$ cat config.mk
export PLATFORM = sky130hd
export DESIGN_NAME = button_conditioner
export DESIGN_NICKNAME = d
export VERILOG_FILES = /design/src/rtl/button_conditioner.sv
export SDC_FILE = /design/constraint.sdc
export NUM_CORES = 1
export LEC_CHECK = 0
export BUFFER_PORTS_ARGS = -buffer_cell sky130_fd_sc_hd__buf_2
export CAP_MARGIN = 20
export CORE_AREA = 3 3 106 134
export CTS_CLUSTER_SIZE = 20
export DETAILED_ROUTE_END_ITERATION = 12
export DIE_AREA = 0 0 109 137
export PLACE_DENSITY = 0.5
export RECOVER_POWER = 100
export SLEW_MARGIN = 40
export SYNTH_ARGS = -nofsm -noshare
export SYNTH_HDL_FRONTEND = slang
export SYNTH_SLANG_ARGS = --single-unit
$ cat constraint.sdc
create_clock -name clk -period 2.7 [get_ports clk]
set_input_delay 0.135 -clock clk [delete_from_list [all_inputs] [get_ports clk]]
set_output_delay 0.135 -clock clk [all_outputs]
set_load 0.01 [all_outputs]
$ cat src/rtl/button_conditioner.sv
// Push-button conditioner: 2-flop synchronizer, debounce FSM, press/release
// pulses, and long-hold detection with periodic auto-repeat.
module button_conditioner #(
    parameter int DEBOUNCE_CYCLES = 1000000,
    parameter int HOLD_CYCLES     = 50000000,
    parameter int REPEAT_CYCLES   = 10000000
) (
    input  logic clk,
    input  logic rst,
    input  logic pb,
    output logic pb_level,
    output logic press_pulse,
    output logic release_pulse,
    output logic repeat_pulse,
    output logic long_hold
);

    // state        | meaning
    // IDLE         | released, waiting for pb_s=1
    // PRESS_WAIT   | debouncing a candidate press
    // PRESSED      | accepted press, counting toward long hold
    // HOLD         | long hold active, emitting repeat pulses
    // RELEASE_WAIT | debouncing a candidate release; hold/repeat counters frozen
    localparam logic [2:0] S_IDLE         = 3'd0;
    localparam logic [2:0] S_PRESS_WAIT   = 3'd1;
    localparam logic [2:0] S_PRESSED      = 3'd2;
    localparam logic [2:0] S_HOLD         = 3'd3;
    localparam logic [2:0] S_RELEASE_WAIT = 3'd4;

    localparam int DW = $clog2(DEBOUNCE_CYCLES);
    localparam int HW = $clog2(HOLD_CYCLES);
    localparam int RW = $clog2(REPEAT_CYCLES);

    localparam logic [DW-1:0] DEB_LAST  = DW'(DEBOUNCE_CYCLES - 1);
    localparam logic [HW-1:0] HOLD_LAST = HW'(HOLD_CYCLES - 1);
    localparam logic [RW-1:0] REP_LAST  = RW'(REPEAT_CYCLES - 1);

    logic          sync1_q, sync2_q;
    logic [2:0]    state_q, state_d;
    logic          from_hold_q, from_hold_d;
    logic [DW-1:0] deb_q, deb_d;
    logic [HW-1:0] hold_q, hold_d;
    logic [RW-1:0] rep_q, rep_d;
    logic          pb_level_q, pb_level_d;
    logic          press_q, press_d;
    logic          release_q, release_d;
    logic          repeat_q, repeat_d;
    logic          long_hold_q, long_hold_d;
    logic          pb_s;

    assign pb_s = sync2_q;

    always_comb begin
        state_d     = state_q;
        from_hold_d = from_hold_q;
        deb_d       = deb_q;
        hold_d      = hold_q;
        rep_d       = rep_q;
        press_d     = 1'b0;
        release_d   = 1'b0;
        repeat_d    = 1'b0;

        case (state_q)
            S_IDLE: begin
                if (pb_s) begin
                    state_d = S_PRESS_WAIT;
                    deb_d   = DW'(1);
                end
            end
            S_PRESS_WAIT: begin
                if (!pb_s) begin
                    state_d = S_IDLE;
                    deb_d   = '0;
                end else if (deb_q == DEB_LAST) begin
                    state_d = S_PRESSED;
                    hold_d  = '0;
                    press_d = 1'b1;
                end else begin
                    deb_d = deb_q + 1'b1;
                end
            end
            S_PRESSED: begin
                if (!pb_s) begin
                    state_d     = S_RELEASE_WAIT;
                    deb_d       = DW'(1);
                    from_hold_d = 1'b0;
                end else if (hold_q == HOLD_LAST) begin
                    state_d  = S_HOLD;
                    rep_d    = '0;
                    repeat_d = 1'b1;
                end else begin
                    hold_d = hold_q + 1'b1;
                end
            end
            S_HOLD: begin
                if (!pb_s) begin
                    state_d     = S_RELEASE_WAIT;
                    deb_d       = DW'(1);
                    from_hold_d = 1'b1;
                end else if (rep_q == REP_LAST) begin
                    rep_d    = '0;
                    repeat_d = 1'b1;
                end else begin
                    rep_d = rep_q + 1'b1;
                end
            end
            S_RELEASE_WAIT: begin
                // a bounce back to 1 resumes where we left off; counters were never touched
                if (pb_s) begin
                    state_d = from_hold_q ? S_HOLD : S_PRESSED;
                end else if (deb_q == DEB_LAST) begin
                    state_d     = S_IDLE;
                    deb_d       = '0;
                    from_hold_d = 1'b0;
                    release_d   = 1'b1;
                end else begin
                    deb_d = deb_q + 1'b1;
                end
            end
            default: begin
                state_d     = S_IDLE;
                deb_d       = '0;
                from_hold_d = 1'b0;
            end
        endcase

        pb_level_d  = (state_d == S_PRESSED) || (state_d == S_HOLD) ||
                      (state_d == S_RELEASE_WAIT);
        long_hold_d = (state_d == S_HOLD) ||
                      ((state_d == S_RELEASE_WAIT) && from_hold_d);
    end

    always_ff @(posedge clk or posedge rst) begin
        if (rst) begin
            sync1_q     <= 1'b0;
            sync2_q     <= 1'b0;
            state_q     <= S_IDLE;
            from_hold_q <= 1'b0;
            deb_q       <= '0;
            hold_q      <= '0;
            rep_q       <= '0;
            pb_level_q  <= 1'b0;
            press_q     <= 1'b0;
            release_q   <= 1'b0;
            repeat_q    <= 1'b0;
            long_hold_q <= 1'b0;
        end else begin
            sync1_q     <= pb;
            sync2_q     <= sync1_q;
            state_q     <= state_d;
            from_hold_q <= from_hold_d;
            deb_q       <= deb_d;
            hold_q      <= hold_d;
            rep_q       <= rep_d;
            pb_level_q  <= pb_level_d;
            press_q     <= press_d;
            release_q   <= release_d;
            repeat_q    <= repeat_d;
            long_hold_q <= long_hold_d;
        end
    end

    assign pb_level      = pb_level_q;
    assign press_pulse   = press_q;
    assign release_pulse = release_q;
    assign repeat_pulse  = repeat_q;
    assign long_hold     = long_hold_q;

endmodule
==> results.md <==
* Yosys Warn Count at 0
* Drt first pass iters at 4
* Synth area leaders: dfrtp_1, o21ai_0, nand2_1, nor2_1, nand3_1
* Status: finished with violations
* Post-layout util at 0.415
* RePlAce Congestion at 0.786
* Max VDD drop at 204 uV
* Most common cell after layout, fill and taps aside: dfrtp_1
* Largest net degree at the start of global routing at 42
* Slew HR at -0.0365
* Yosys top cell by area: dfrtp_1
* Die height at 137 microns
* Post-synthesis area per instance at 8.84 sq um
* Post-Layout Inst Area at 5440 sq um
* CP max-delay cell: or4b_4
* Critical path's largest stage delay at 0.53 ns
* Crit path max fanout at 5
* Final #Nets at 555
* Crit end category: register
* Max-cap violations at 1
* Iter 0 DRT Violations at 258
* Required time of the critical path at 2.99 ns
* Worst setup path class: register to register
* Rows at 47
* IO Count at 8
* EDFF count, synth at 0
* Dpl ws at -0.0582 ns
* Antenna violations before repair at 0
* Max Freq at 371 MHz
* Global route total overflow at 0
* Final Hold Fails at 0
* Synth Net Count at 519
* Area growth syn-to-layout at 19.9%
* Core area at 13100 sq um
* Total GRT Usage at 0.160
* Violated checks: max-capacitance violations, max-slew violations
* CTS sink cnt at 81
* Worst EP arrival at 2.98 ns
* PnR worst setup slack at 0.00717 ns
* Clock transition at path regs at 0.06 ns
* Dpl hpwl at 7.57 mm
* Width of the chip at 109 microns
* Layout cells sized above 1 at 0.145
* Vias per inst at 5.56
* Inserted Clock Buffers at 9
* H-tree depth at 3
* Unrepaired setup endpoints after global routing: yes
* Die area at 14900 sq um
* Initial core utilization at 0.346
* Fin crit period at 2.69 ns
* Via count at 4024
* Most frequent cells in the layout: dfrtp_1, nand2_1, nor2_1
* Antenna Nets Post-Route at 0
* Period utilization at 0.997
* Post-Syn Area at 4540 sq um
* Least-Margin Pin Slew at 1.55 ns
* Asr flop ratio synth at 1.00
* Post-synthesis sequential area ratio at 0.447
* Startpoint class of the critical path: register
* Clk Latency, worst-skew pair at 0.35 ns
* CTS max path bufs at 2
* Count of different cell masters after synthesis at 56
* Global-route wire length before repair at 19.0 mm
* Number of synthesized register bits at 81
* # diodes at 0
* Tot Pwr at 0.00254 W
* Final WL at 11.3 mm
* Fin. max-slew vios at 42
* Placed Area at 5020 sq um
* Root Buffer: clkbuf_16
* CTS tree: yes
* Cell Pwr Density at 467 nW/um^2
* WL per Instance at 15.6 microns
* I/O Buffers at 7
* Mapped Cells at 513
* DRC violations left at 0
* Synth top area share at 0.447
* Clock skew at 0.00680 ns
* Post-synth top flop: dfrtp_1
* CP Cell Sequence: or4b_4 -> or4_4 -> or3_4 -> a21o_4 -> buf_4 -> or4_1 -> nand2_1
* HP Class: register to register
* Final setup violation count at 0
* Pleak at 2.27 nW
* Number of global-route vias before repair at 3969
[synthesized netlist by cell type, types with 6 or more instances]
library cell  instances
dfrtp_1              81
nand2_1              49
nor2_1               47
o21ai_0              41
nand3_1              33
a21oi_1              23
clkbuf_1             22
o31ai_1              17
and3_1               15
nand2b_1             15
nand4_1              13
xnor2_1              13
inv_1                12
or3_1                12
nor3_1               10
a21o_1                7
and2_1                7
nor2b_1               7
or4_1                 7
a31oi_1               6
o211ai_1              6
[cell families after synthesis]
logic type,after synthesis,synth area share
muxes,4,0.00910
AOI/OAI and AO/OA,128,0.184
adders and majority gates,3,0.00827
xor gates and xnor gates,14,0.0270
DFF,81,0.447
and+or+nand+nor,247,0.292
buffers and inverters,36,0.0331
[repair_timing]
| item | CTS | global route |
|---|---|---|
| setup endpoints to repair | 16 | 26 |
| pin swaps | 0 | 11 |
| gates resized for setup | 6 | 22 |
| buffers inserted | 0 | 1 |
| hold buffers | 2 | 0 |
| gates cloned | 1 | 1 |
| endpoints found under the hold margin | 41 | 0 |
[final cells by class]
cell class,instances,area (sq um)
Fill cell,1284,7670
Multi-Input combinational cell,397,2460
Sequential cell,81,2030
Timing Repair Buffer,48,395
Clock buffer,9,225
Tap cell,171,214
Clock inverter,6,67.6
Inverter,12,45.0
[where the power goes]
part / internal (W) / total [W] / leakage [nW] / switching, W
Combinational: 0.0000313 / 0.0000931 / 1.01 / 0.0000618
Sequential: 0.00122 / 0.00122 / 1.12 / 0.00000358
Clock: 0.000715 / 0.00122 / 0.138 / 0.000509
Total: 0.00197 / 0.00254 / 2.27 / 0.000574
[flip-flops by register name, summed over array words and instances (netlist names), 3 cells and up]
name	flops
deb_q	20
rep_q	24
hold_q	26
state_q	3
[per-layer routing]
layer,track usage,up-vias,wire length (microns),part of all wire
met5,0,-,0,0
met4,0.0835,0,327,0.029
met3,0.0241,22,260,0.023
met2,0.272,50,5740,0.51
met1,0.195,1982,4930,0.44
li1,-,1970,-,-
[final timing paths]
check | slack, ns | depth (start not counted) | endpoint | start
setup / recovery | 0.007 | 7 | hold_q[16] | deb_q[13]
max in group asynchronous | 0.45 | 4 | deb_q[14] | rst
min in group asynchronous | 0.80 | 3 | pb_level | rst
setup reg to reg | 0.007 | 7 | hold_q[16] | deb_q[13]
hold / removal | 0.37 | 0 | pb_s | sync1_q
hold reg to reg | 0.37 | 0 | pb_s | sync1_q
[metrics by stage]
step           cells  setup TNS, ns  hold WS (ns)
2_1_floorplan    513              0         0.166
3_3_place_gp     704        -0.0950         0.244
3_5_place_dp     704         -0.219         0.246
4_1_cts          722        -0.0249         0.369
5_1_grt          724          -1.15         0.369
6_report         724              0         0.367
[worst max-delay path: cells and delay by family, from the launching register on]
| family | cells | cell delay [ns] |
|---|---|---|
| buffers and inverters | 1 | 0.14 |
| DFF | 1 | 0.38 |
| AOI/OAI and AO/OA | 1 | 0.25 |
| and+or+nand+nor | 5 | 1.87 |
Note: power is estimated with default switching activity, not from simulation.
